===== src/rtl/video_timing_gen_scaled.sv =====
// video_timing_gen_scaled
// Parametrised CEA-style raster timing generator with downscaled render
// coordinates. The render scale shift (0..3) is latched from scale_in only on
// the new-frame edge, so a frame is always drawn at a single scale.
//
// Optional build macro: VTG_TEST_PATTERN_EN adds tp_red/tp_green/tp_blue,
// an eight-bar colour test pattern aligned with ad_out.
//
// Every output is registered. Each output is computed from the next-state
// counters, so all outputs change together on the same edge.

module video_timing_gen_scaled #(
  parameter int   H_ACTIVE      = 1280,
  parameter int   H_FP          = 110,
  parameter int   H_SYNC        = 40,
  parameter int   H_BP          = 220,
  parameter int   V_ACTIVE      = 720,
  parameter int   V_FP          = 5,
  parameter int   V_SYNC        = 5,
  parameter int   V_BP          = 20,
  parameter bit   HS_POL        = 1'b1,
  parameter bit   VS_POL        = 1'b1,
  parameter int   FRAME_MAX     = 60,
  parameter int   DEFAULT_SCALE = 2,
  localparam int  H_TOTAL       = H_ACTIVE + H_FP + H_SYNC + H_BP,
  localparam int  V_TOTAL       = V_ACTIVE + V_FP + V_SYNC + V_BP,
  localparam int  HW            = $clog2(H_TOTAL),
  localparam int  VW            = $clog2(V_TOTAL),
  localparam int  FW            = (FRAME_MAX > 1) ? $clog2(FRAME_MAX) : 1
) (
  input  logic          clk_pixel_in,
  input  logic          rst_in,
  input  logic [1:0]    scale_in,
  output logic [HW-1:0] hcount_out,
  output logic [VW-1:0] vcount_out,
  output logic          hs_out,
  output logic          vs_out,
  output logic          ad_out,
  output logic          nf_out,
  output logic [FW-1:0] fc_out,
  output logic [HW-1:0] x_out,
  output logic [VW-1:0] y_out,
  output logic          pix_stb_out,
  output logic [1:0]    scale_out
`ifdef VTG_TEST_PATTERN_EN
  ,
  output logic [7:0]    tp_red,
  output logic [7:0]    tp_green,
  output logic [7:0]    tp_blue
`endif
);

  localparam logic [1:0] RST_SCALE = 2'(DEFAULT_SCALE);
  localparam int HS_START = H_ACTIVE + H_FP;
  localparam int HS_END   = H_ACTIVE + H_FP + H_SYNC;
  localparam int VS_START = V_ACTIVE + V_FP;
  localparam int VS_END   = V_ACTIVE + V_FP + V_SYNC;

  // Low until the first edge after reset: that edge presents (0,0) instead
  // of advancing, so the raster starts at the origin with ad_out already high.
  logic running;

  logic [HW-1:0] h_next;
  logic [VW-1:0] v_next;
  logic          hs_next;
  logic          vs_next;
  logic          ad_next;
  logic          nf_next;
  logic [FW-1:0] fc_next;
  logic [1:0]    s_next;
  logic [HW-1:0] x_next;
  logic [VW-1:0] y_next;
  logic [HW-1:0] h_mask;
  logic [VW-1:0] v_mask;
  logic          stb_next;

  // Next raster position, decoded syncs/flags and latched scale.
  always_comb begin
    // NOTE: every always_comb output gets a default first so no path leaves it
    // unassigned; an unassigned path would infer a latch.
    h_next = '0;
    v_next = '0;
    if (running) begin
      if (hcount_out == HW'(H_TOTAL - 1)) begin
        h_next = '0;
        v_next = (vcount_out == VW'(V_TOTAL - 1)) ? '0 : vcount_out + VW'(1);
      end else begin
        h_next = hcount_out + HW'(1);
        v_next = vcount_out;
      end
    end

    // Range checks in 32-bit so a sync ending exactly at TOTAL cannot truncate.
    hs_next = ((int'(h_next) >= HS_START) && (int'(h_next) < HS_END)) ? HS_POL : ~HS_POL;
    vs_next = ((int'(v_next) >= VS_START) && (int'(v_next) < VS_END)) ? VS_POL : ~VS_POL;
    ad_next = (int'(h_next) < H_ACTIVE) && (int'(v_next) < V_ACTIVE);
    nf_next = (int'(h_next) == H_ACTIVE) && (int'(v_next) == V_ACTIVE);

    fc_next = fc_out;
    s_next  = scale_out;
    if (nf_next) begin
      fc_next = (int'(fc_out) == FRAME_MAX - 1) ? '0 : fc_out + FW'(1);
      s_next  = scale_in;
    end

    x_next   = h_next >> s_next;
    y_next   = v_next >> s_next;
    h_mask   = (HW'(1) << s_next) - HW'(1);
    v_mask   = (VW'(1) << s_next) - VW'(1);
    stb_next = ad_next && ((h_next & h_mask) == '0) && ((v_next & v_mask) == '0);
  end

`ifdef VTG_TEST_PATTERN_EN
  // Width of the active line in scaled pixels, one divisor per scale shift.
  localparam int unsigned D0 = ((H_ACTIVE >> 0) > 0) ? (H_ACTIVE >> 0) : 1;
  localparam int unsigned D1 = ((H_ACTIVE >> 1) > 0) ? (H_ACTIVE >> 1) : 1;
  localparam int unsigned D2 = ((H_ACTIVE >> 2) > 0) ? (H_ACTIVE >> 2) : 1;
  localparam int unsigned D3 = ((H_ACTIVE >> 3) > 0) ? (H_ACTIVE >> 3) : 1;

  logic [31:0] x8;
  logic [2:0]  bar;
  logic [7:0]  r_next;
  logic [7:0]  g_next;
  logic [7:0]  b_next;

  // Colour-bar index and level; bar order white, yellow, cyan, green,
  // magenta, red, blue, black maps to R=!bar[1], G=!bar[2], B=!bar[0].
  always_comb begin
    x8 = 32'(x_next) * 32'd8;
    case (s_next)
      2'd0:    bar = 3'(x8 / D0);
      2'd1:    bar = 3'(x8 / D1);
      2'd2:    bar = 3'(x8 / D2);
      default: bar = 3'(x8 / D3);
    endcase
    r_next = (ad_next && !bar[1]) ? 8'hFF : 8'h00;
    g_next = (ad_next && !bar[2]) ? 8'hFF : 8'h00;
    b_next = (ad_next && !bar[0]) ? 8'hFF : 8'h00;
  end
`endif

  // Output and state registers; async reset to the idle raster.
  always_ff @(posedge clk_pixel_in or posedge rst_in) begin
    // NOTE: sequential state uses non-blocking assignments so every register
    // samples pre-edge values regardless of statement order.
    if (rst_in) begin
      running     <= 1'b0;
      hcount_out  <= '0;
      vcount_out  <= '0;
      hs_out      <= ~HS_POL;
      vs_out      <= ~VS_POL;
      ad_out      <= 1'b0;
      nf_out      <= 1'b0;
      fc_out      <= '0;
      x_out       <= '0;
      y_out       <= '0;
      pix_stb_out <= 1'b0;
      scale_out   <= RST_SCALE;
`ifdef VTG_TEST_PATTERN_EN
      tp_red      <= '0;
      tp_green    <= '0;
      tp_blue     <= '0;
`endif
    end else begin
      running     <= 1'b1;
      hcount_out  <= h_next;
      vcount_out  <= v_next;
      hs_out      <= hs_next;
      vs_out      <= vs_next;
      ad_out      <= ad_next;
      nf_out      <= nf_next;
      fc_out      <= fc_next;
      x_out       <= x_next;
      y_out       <= y_next;
      pix_stb_out <= stb_next;
      scale_out   <= s_next;
`ifdef VTG_TEST_PATTERN_EN
      tp_red      <= r_next;
      tp_green    <= g_next;
      tp_blue     <= b_next;
`endif
    end
  end

endmodule


===== config.mk =====
export PLATFORM = sky130hd
export DESIGN_NAME = video_timing_gen_scaled
export DESIGN_NICKNAME = d
export VERILOG_FILES = /design/src/rtl/video_timing_gen_scaled.sv
export SDC_FILE = /design/constraint.sdc
export NUM_CORES = 1
export LEC_CHECK = 0
export CAP_MARGIN = 20
export CORE_ASPECT_RATIO = 0.5
export CORE_MARGIN = 4
export CORE_UTILIZATION = 47
export CTS_CLUSTER_DIAMETER = 60
export DETAILED_ROUTE_END_ITERATION = 16
export PLACE_DENSITY = 0.88
export SYNTH_ARGS = -nofsm -noshare
export SYNTH_HDL_FRONTEND = slang
export SYNTH_SLANG_ARGS = --single-unit

===== constraint.sdc =====
create_clock -name clk_pixel_in -period 4 [get_ports clk_pixel_in]
set_input_delay 0.4 -clock clk_pixel_in [delete_from_list [all_inputs] [get_ports clk_pixel_in]]
set_output_delay 0.4 -clock clk_pixel_in [all_outputs]
set_load 0.005 [all_outputs]

==> results of run 1 <==
## worst max-delay path, stage by stage (launching register included)
cell and delay (ns):
dfrtp_1 0.50, ha_1 0.25, nand4bb_4 0.12, or3_1 0.52
or4_1 0.59, a21oi_4 0.25, or2_4 0.17, nor4_4 0.05
buf_4 0.16, mux2i_4 0.19, nor2_1 0.17, inv_1 0.06
ha_1 0.27, o211ai_1 0.09, a221oi_1 0.26
## power groups by stage
stage / sequential (mW) / combinational, mW / clock (mW)
2_1_floorplan: 0.587 / 0.0343 / 0
3_3_place_gp: 0.589 / 0.0540 / 0
3_5_place_dp: 0.589 / 0.0590 / 0
4_1_cts: 0.578 / 0.0593 / 0.455
5_1_grt: 0.579 / 0.0647 / 0.480
6_report: 0.578 / 0.0581 / 0.454
## layout make-up
cell class,instances,share of cell area
Multi-Input combinational cell,230,0.3963
Clock inverter,2,0.003793
Timing Repair Buffer,65,0.1650
Inverter,14,0.01770
Clock buffer,6,0.03508
Tap cell,88,0.02781
Sequential cell,56,0.3543
## routing by layer
metal | track usage | up-vias
met5 | 0 | -
met4 | 0.07310 | 0
met3 | 0.03955 | 20
met2 | 0.3387 | 114
met1 | 0.2864 | 1313
li1 | - | 1230
## synth_stat cells, types with 2 or more instances
library cell	count	area [um^2]
mux2i_1	24	240.2
and2_0	2	12.51
or4_1	2	15.01
nand2_1	24	90.09
inv_1	12	45.04
clkbuf_1	6	22.52
a22o_1	2	17.52
a31oi_1	2	12.51
nand3_1	12	60.06
and2b_1	2	15.01
nor4bb_1	2	20.02
o211ai_1	2	15.01
nor2_1	29	108.9
nor3_1	14	70.07
nand2b_1	4	25.02
buf_2	3	15.01
nand3b_1	2	15.01
nor2b_1	3	18.77
o21ai_0	14	70.07
or3_1	4	25.02
and3_1	4	25.02
xnor2_1	9	78.83
o21ai_1	2	10.01
xor2_1	9	78.83
a211oi_1	2	15.01
nand4_1	10	62.56
a21oi_1	14	70.07
buf_6	2	22.52
o21ai_2	2	17.52
dfrtp_1	55	1376
nor3b_1	2	15.01
ha_1	6	75.07
## through the flow
stage               setup slack, ns  hold slack, ns  utilization
finish                       0.2356          0.5343       0.6328
floorplan                    0.1332          0.5698            -
CTS                          0.2702          0.5724       0.6328
global placement             0.4319          0.5791       0.6038
detailed placement           0.2931          0.6024       0.6082
global route                0.02280          0.6185       0.6328
## kinds of logic (layout without fill, tap and decap cells)
kind of cell / after synthesis / in the layout / synth area share
muxes: 27 / 27 / 0.09185
DFF: 56 / 56 / 0.4477
other: 1 / 1 / 0.001197
buffers and inverters: 28 / 87 / 0.05152
xor gates and xnor gates: 18 / 18 / 0.05032
and+or+nand+nor: 124 / 124 / 0.2188
AOI/OAI and AO/OA: 54 / 54 / 0.1146
adders and majority gates: 6 / 6 / 0.02396
## state kept, by name (all words and copies together), names as in the netlist
register / count
fc_out: 6
running: 1
vcount_out: 10
scale_out: 2
hs_out: 1
vs_out: 1
nf_out: 1
ad_out: 1
x_out: 11
hcount_out: 11
pix_stb_out: 1
y_out: 10
## worst paths after layout
| path | to | start | cells past startpoint |
|---|---|---|---|
| max | pix_stb_out$_DFF_PP0_ | hcount_out[0]$_DFF_PP0_ | 14 |
| min | fc_out[4]$_DFFE_PP0N_ | rst_in | 2 |
| max reg2reg | pix_stb_out$_DFF_PP0_ | hcount_out[0]$_DFF_PP0_ | 14 |
| min reg2reg | fc_out[0]$_DFFE_PP0N_ | fc_out[0]$_DFFE_PP0N_ | 2 |
| max in group asynchronous | scale_out[1]$_DFF_PP1_ | rst_in | 3 |
| min in group clk_pixel_in | fc_out[0]$_DFFE_PP0N_ | fc_out[0]$_DFFE_PP0N_ | 2 |
==> results_dict.tcl, run 1 <==
set metrics [dict create \
    ir_drop_mv 0.2243 \
    die_area_mm2 0.008115 \
    cts_buffers 5 \
    layout_min_cycle_time_ns 3.764 \
    synth_edf_count 0 \
    mostFrequentLayoutCell "clkdlybuf4s50_1" \
    drv_cap 0 \
    cts_tree "built" \
    viasPerCell 5.807 \
    switching_share 0.2259 \
    synth_ff_type "dfrtp_1" \
    cts.sinks 56 \
    diodes 0 \
    max_slew.worst_pin.slew_ns 0.7075 \
    area_growth_syn_to_layout_pct 26.36 \
    max_freq_mhz 265.6 \
    hpwl_mm 6.172 \
    route.detailed.drc 0 \
    antenna_violating_nets_post_route 0 \
    cp_max_fo 10 \
    dr.pass1.iters 4 \
    num_rows 20 \
    wirelength_mm 8.232 \
    yosys_warnings 0 \
    start_util 0.5008 \
    num-nets-final 382 \
    drive_gt1_frac 0.08579 \
    gp_congestion 0.8872 \
    crit_path_end_kind "flop" \
    path_clk_slew_ns 0.08 \
    ys_ff_latch 56 \
    rsz0062_at_grt "false" \
    io_pins 59 \
    total_power_mw 1.091 \
    finClkSkew_ns 0.007290 \
    cp.required_ns 4.18 \
    grt_pass1_wl_mm 13.36 \
    p_sw_mw 0.2464 \
    finalInstanceArea_mm2 0.003959 \
    finalSetupViolCount 0 \
    maxSlewViolCount 0 \
    fill_cells 487 \
    coreArea_mm2 0.006256 \
    place_inst 453 \
    powerDensity_mw_per_mm2 275.5 \
    start_kind "flop" \
    grtUsageTotal 0.2105 \
    synth-async-reset-ratio 1.000 \
    cts_hold_buf 0 \
    antenna_found_initial 0 \
    synth_fp_nets 324 \
    syn_area_mm2 0.003133 \
    routed.top_layer "met4" \
    drtIter0Drc 232 \
    slew_headroom 0.5277 \
    met2_length_mm 3.971 \
    p_seq_frac 0.530 \
    comb_power_share 0.053 \
    fp.dieH_um 65.73 \
    critPathArrivalTime_ns 3.95 \
    clkLatencyLatePin_ns 0.29 \
    cts-root-buf "clkbuf_16" \
    holdCritPathClass "primary input to async pin" \
    internal-power_mw 0.8442 \
    ys_types 64 \
    first_global_vias 2583 \
    path_class "flop to flop" \
    p_clk_frac 0.417 \
    tns_ns 0 \
    overflow 0 \
    finalCritPeriodShare 0.9411 \
    instances_no_fill 461 \
    r2r_setup_slack_ns 0.24 \
    wl_met1_mm 3.505 \
    die_w_um 123.5 \
    postPlaceCellArea_mm2 0.003805 \
    status "completed" \
    wl_met3_um 590 \
    placement.io_buffers 58 \
    cts-resized-gates 0 \
    wire_per_inst_um 17.86 \
    final_hold_viol_count 0 \
    grt_max_degree 32 \
    synthCells 314 \
    syn-mean-instance-area_um2 9.978 \
    vias 2677 \
    p_leak_nw 1.680 \
    multi_input_area_mm2 0.001569 \
    final_cell_mix "58 x clkdlybuf4s50_1, 55 x dfrtp_1, 29 x nor2_1" \
    clockBufferDepth 2 \
    htreeDepth 2 \
    ys_seq_area_frac 0.4477 \
    cts_setup_buffers 0 \
    ff_latch_area_mm2 0.001403 \
]
No activity file was read; power rests on OpenSTA's default activity.
==> inputs of run 2 (changes only) <==
Settings changed: CAP_MARGIN 20 to 10.
==> run 2 against run 1 <==
Against the previous run:
- hold slack worse by 0.11 ns
- clock skew down 0.0022 ns
- non-clock buffer count unchanged
- sequential power about the same
- routed wire length down 1.4%
- highest routed layer unchanged
- die area unchanged
- largest cell class unchanged
==> results_dict.tcl, run 2 (same netlist as run 1, synthesis figures left out) <==
set metrics [dict create \
    reg.largest.list "hcount_out: 11 flops, x_out: 11 flops" \
    powerDensity_mw_per_mm2 277.5 \
    crit_path_end_kind "flop" \
    slowest_delay_ns 0.59 \
    grt_use_met3 0.04987 \
    io_pins 59 \
    busiest_layer "met2" \
    crit_chain "ha_1 -> nand4bb_4 -> or3_1 -> or4_1 -> a21oi_4 -> or2_4 -> nor4_4 -> buf_4 -> mux2i_4 -> nor2_1 -> inv_1 -> ha_1 -> o211ai_1 -> a221oi_1" \
    clockBufferDepth 2 \
    status "completed" \
    final_cell_mix "58 x clkdlybuf4s50_1, 55 x dfrtp_1, 29 x nor2_1" \
    cts.sinks 56 \
    r2r_cells 14 \
    finClkSkew_ns 0.005136 \
    wire_per_inst_um 17.61 \
    internal-power_mw 0.8435 \
    placement.io_buffers 58 \
    die_area_mm2 0.008115 \
    diodes 0 \
    drv_cap 0 \
    fp.dieH_um 65.73 \
    hpwl_mm 5.997 \
    critPathArrivalTime_ns 3.97 \
    rsz0062_at_grt "false" \
    grt_pass1_wl_mm 12.88 \
    grtUsageTotal 0.2061 \
    finalCritPeriodShare 0.9447 \
    wirelength_mm 8.119 \
    grt_max_degree 57 \
    cp_slowest_cell "or4_1" \
    start_util 0.5008 \
    route.detailed.drc 0 \
    mostFrequentLayoutCell "clkdlybuf4s50_1" \
    cp_num_buf_inv 2 \
    coreArea_mm2 0.006256 \
    ff_latch_area_mm2 0.001403 \
    switching_share 0.2306 \
    area_growth_syn_to_layout_pct 26.12 \
    critPathTopFamily "simple AND/OR/NAND/NOR gates" \
    drive_gt1_frac 0.08579 \
    cts_buffers 5 \
    dp_slack_ns 0.2814 \
    fill_cells 475 \
    num-nets-final 382 \
    antenna_violating_nets_post_route 0 \
    p_seq_frac 0.527 \
    gp_congestion 0.8872 \
    fin_ws_ns 0.2212 \
    cp_max_fo 10 \
    overflow 0 \
    cts-resized-gates 0 \
    first_global_vias 2497 \
    ir_drop_mv 0.1523 \
    multi_input_area_mm2 0.001569 \
    cts_setup_buffers 0 \
    cts_hold_buf 0 \
    holdCritPathClass "primary input to async pin" \
    cts-root-buf "clkbuf_16" \
    final_hold_viol_count 0 \
    worstSetupPathDepth 14 \
    grt_use_met1 0.2697 \
    cp.required_ns 4.19 \
    path_class "flop to flop" \
    met2_usage 0.3421 \
    max_freq_mhz 264.6 \
    viasPerCell 5.772 \
    num_rows 20 \
    drtIter0Drc 208 \
    antenna_found_initial 0 \
    dr.pass1.iters 5 \
    finalSetupViolCount 0 \
    die_w_um 123.5 \
    slew_headroom 0.5927 \
    p_clk_frac 0.420 \
    start_kind "flop" \
    p_sw_mw 0.2528 \
    path_clk_slew_ns 0.07 \
    clkLatencyLatePin_ns 0.30 \
    tns_ns 0 \
    maxSlewViolCount 0 \
    p_leak_nw 1.676 \
    max_slew.worst_pin.slew_ns 0.6110 \
    vias 2661 \
    comb_power_share 0.052 \
    cts_tree "built" \
    htreeDepth 2 \
    critPathMostFrequentCell "ha_1" \
    layout_min_cycle_time_ns 3.779 \
]
-- run 2: routing by layer --
layer | part of all wire | vias up
li1 | - | 1234
met1 | 0.42 | 1308
met2 | 0.49 | 107
met3 | 0.073 | 12
met4 | 0.014 | 0
met5 | 0 | -
-- run 2: final cells by class --
type,count,area share
Sequential cell,56,0.3550
Clock buffer,6,0.03515
Multi-Input combinational cell,230,0.3971
Clock inverter,2,0.003800
Inverter,14,0.01773
Tap cell,88,0.02787
Timing Repair Buffer,65,0.1634
-- run 2: worst paths after layout --
kind,from,endpoint,slack (ns)
min,rst_in,fc_out[5]$_DFFE_PP0N_,0.42
max in group asynchronous,rst_in,scale_out[1]$_DFF_PP1_,2.97
max reg2reg,hcount_out[0]$_DFF_PP0_,pix_stb_out$_DFF_PP0_,0.22
max,hcount_out[0]$_DFF_PP0_,pix_stb_out$_DFF_PP0_,0.22
min in group clk_pixel_in,fc_out[0]$_DFFE_PP0N_,fc_out[0]$_DFFE_PP0N_,0.61
min reg2reg,fc_out[0]$_DFFE_PP0N_,fc_out[0]$_DFFE_PP0N_,0.61
-- run 2: power groups by stage --
| stage | Combinational [mW] | Clock (mW) | Sequential (mW) |
|---|---|---|---|
| global placement | 0.0540 | 0 | 0.589 |
| floorplan | 0.0343 | 0 | 0.587 |
| detailed placement | 0.0553 | 0 | 0.589 |
| CTS | 0.0555 | 0.462 | 0.578 |
| finish | 0.0572 | 0.461 | 0.578 |
| global route | 0.0627 | 0.483 | 0.579 |
-- run 2: metrics by stage --
| step | cells | total power, mW | hold slack [ns] | area (um^2) | util |
|---|---|---|---|---|---|
| final | 461 | 1.096 | 0.4236 | 3951 | 0.6316 |
| after global placement | 452 | 0.6431 | 0.5791 | 3777 | 0.6038 |
| after detailed placement | 452 | 0.6444 | 0.5985 | 3777 | 0.6038 |
| after global routing | 461 | 1.124 | 0.4790 | 3951 | 0.6316 |
| after floorplan | 314 | 0.6208 | 0.5698 | 3133 | - |
| after CTS | 460 | 1.096 | 0.6067 | 3931 | 0.6284 |
==> inputs of run 3 (changes only) <==
Settings changed: ABC_AREA set to 1, CORE_UTILIZATION 47 to 49, PLACE_DENSITY 0.88 to 0.89.
==> run 3 against run 2 <==
Against the previous run:
- global-route usage is 2.2 points higher
- setup slack better by 0.20 ns
- routed wire length grew 18%
- cell count up 42%
- die area rose by 9.2%
- synthesized cell count up 61%
- register-to-register slack improved by 0.20 ns
- non-clock buffer count down 5
- hold slack better by 0.070 ns
- utilization up 0.14 points
==> results_dict.tcl, run 3 <==
set metrics [dict create \
    reg.largest.list "hcount_out: 11 flops, x_out: 11 flops" \
    placement.io_buffers 58 \
    start_kind "flop" \
    clockBufferDepth 2 \
    postLayoutCoreUtil 0.6330 \
    htreeDepth 2 \
    synth.top_cell.area_share 0.3823 \
    num-nets-final 573 \
    instances_no_fill 656 \
    rsz0062_at_grt "false" \
    synth_edf_count 0 \
    drv_cap 0 \
    dp_slack_ns 0.5649 \
    whs_ns 0.4941 \
    status "completed" \
    mostFrequentLayoutCell "nand2_1" \
    overflow 0 \
    finClkSkew_ns 0.007514 \
    yosys_warnings 0 \
    grt_max_degree 32 \
    io_pins 59 \
    ff_latch_area_mm2 0.001403 \
    holdCritPathClass "primary input to async pin" \
    grtUsageTotal 0.2277 \
    ys_top_cells_by_area "dfrtp_1 38%, nand2_1 17%, nand3_1 9.7%" \
    total_power_mw 1.088 \
    die_w_um 129.2 \
    final_hold_viol_count 0 \
    syn-mean-instance-area_um2 7.114 \
    synthCells 506 \
    wirelength_mm 9.601 \
    fill_cells 577 \
    fin_ws_ns 0.4213 \
    synth_ff_type "dfrtp_1" \
    ys_types 37 \
    cp.required_ns 4.19 \
    place_inst 648 \
    ys_seq_area_frac 0.3896 \
    finalCritPeriodShare 0.8947 \
    multi_input_area_mm2 0.001848 \
    num_rows 21 \
    cts_tree "built" \
    postPlaceCellArea_mm2 0.004228 \
    cts-resized-gates 0 \
    ir_drop_mv 0.1785 \
    finalInstanceArea_mm2 0.004374 \
    tns_ns 0 \
    cp_max_fo 23 \
    grt_pass1_wl_mm 15.93 \
    cts_buffers 5 \
    finalSetupViolCount 0 \
    cts_setup_buffers 0 \
    p_leak_nw 2.195 \
    synth-async-reset-ratio 1.000 \
    diodes 0 \
    synth_fp_nets 516 \
    cts_hold_buf 0 \
    slew_headroom 0.5966 \
    dr.pass1.iters 5 \
    area_growth_syn_to_layout_pct 21.52 \
    first_global_vias 3331 \
    ys_ff_latch 56 \
    yosysMostFrequentCell "nand2_1" \
    layout_min_cycle_time_ns 3.579 \
    powerDensity_mw_per_mm2 248.8 \
    clkLatencyLatePin_ns 0.30 \
    drtIter0Drc 381 \
    route.detailed.drc 0 \
    antenna_found_initial 0 \
    antenna_violating_nets_post_route 0 \
    cts-root-buf "clkbuf_16" \
    path_class "flop to flop" \
    critPathArrivalTime_ns 3.76 \
    coreArea_mm2 0.006910 \
    viasPerCell 5.415 \
    maxSlewViolCount 0 \
    wire_per_inst_um 14.64 \
    max_slew.worst_pin.slew_ns 0.6042 \
    yosysTopAreaCell "dfrtp_1" \
    cts.sinks 56 \
    start_util 0.5209 \
    max_freq_mhz 279.4 \
    fp.dieH_um 68.61 \
    hpwl_mm 7.276 \
    final_cell_mix "160 x nand2_1, 70 x nand3_1, 58 x clkdlybuf4s50_1" \
    gp_congestion 0.9291 \
    drive_gt1_frac 0.1117 \
    syn_area_mm2 0.003600 \
    die_area_mm2 0.008865 \
    yosys-top-cells-count "160 x nand2_1, 70 x nand3_1, 55 x dfrtp_1" \
    vias 3552 \
    path_clk_slew_ns 0.07 \
    crit_path_end_kind "flop" \
]
==> run 3: metal layers <==
layer  track usage  vias to the layer above  routed length, um
li1              -                     1719                  -
met1        0.3220                     1647               4406
met2        0.3544                      176               4160
met3       0.05154                       10                929
met4       0.06283                        0                104
met5             0                        -                  0
==> run 3: path summary, 6_finish.rpt <==
check / to / cells after the start / start / slack (ns)
worst max-delay path: pix_stb_out$_DFF_PP0_ / 23 / hcount_out[0]$_DFF_PP0_ / 0.42
worst min-delay path: hcount_out[0]$_DFF_PP0_ / 2 / rst_in / 0.49
worst max register to register: pix_stb_out$_DFF_PP0_ / 23 / hcount_out[0]$_DFF_PP0_ / 0.42
worst min register to register: fc_out[4]$_DFFE_PP0N_ / 2 / fc_out[4]$_DFFE_PP0N_ / 0.57
max in group asynchronous: scale_out[1]$_DFF_PP1_ / 3 / rst_in / 2.66
min in group clk_pixel_in: fc_out[4]$_DFFE_PP0N_ / 2 / fc_out[4]$_DFFE_PP0N_ / 0.57
==> run 3: report_power, final <==
| part | internal [mW] | leakage, nW | switching, mW | total [mW] |
|---|---|---|---|---|
| combinational | 0.0231 | 1.36 | 0.0428 | 0.0659 |
| sequential | 0.570 | 0.762 | 0.00621 | 0.577 |
| clock | 0.250 | 0.0712 | 0.195 | 0.446 |
==> run 3: cell type report <==
type	count	area share
Multi-Input combinational cell	371	0.4225
Inverter	69	0.06093
Clock buffer	8	0.03347
Tap cell	92	0.02632
Timing Repair Buffer	60	0.1362
Sequential cell	56	0.3207
==> run 3: kinds of logic after synthesis <==
| family | count (synthesis) | synth area share |
|---|---|---|
| xor+xnor | 4 | 0.009734 |
| other cells | 1 | 0.001042 |
| fa+ha+maj | 6 | 0.02085 |
| flops | 56 | 0.3896 |
| compound gates | 25 | 0.04066 |
| buf+inv | 79 | 0.09697 |
| simple gates | 335 | 0.4411 |
==> run 3: critical path: stages, from the launching register on <==
cell and delay, ns:
dfrtp_1 0.50, ha_1 0.24, nand2_1 0.11, nor2_4 0.16, nand2_1 0.10, nand2_1 0.07
inv_1 0.05, nand3_1 0.16, nand2_1 0.07, nor3_1 0.14, nand2_1 0.07, nor2_1 0.21
nand4_1 0.19, nand2_4 0.28, clkinv_4 0.21, nor2_2 0.16, inv_2 0.04, ha_1 0.26
o21ai_0 0.18, nor2_1 0.08, nand2_1 0.07, inv_1 0.04, nand2_1 0.05, nor2_1 0.04
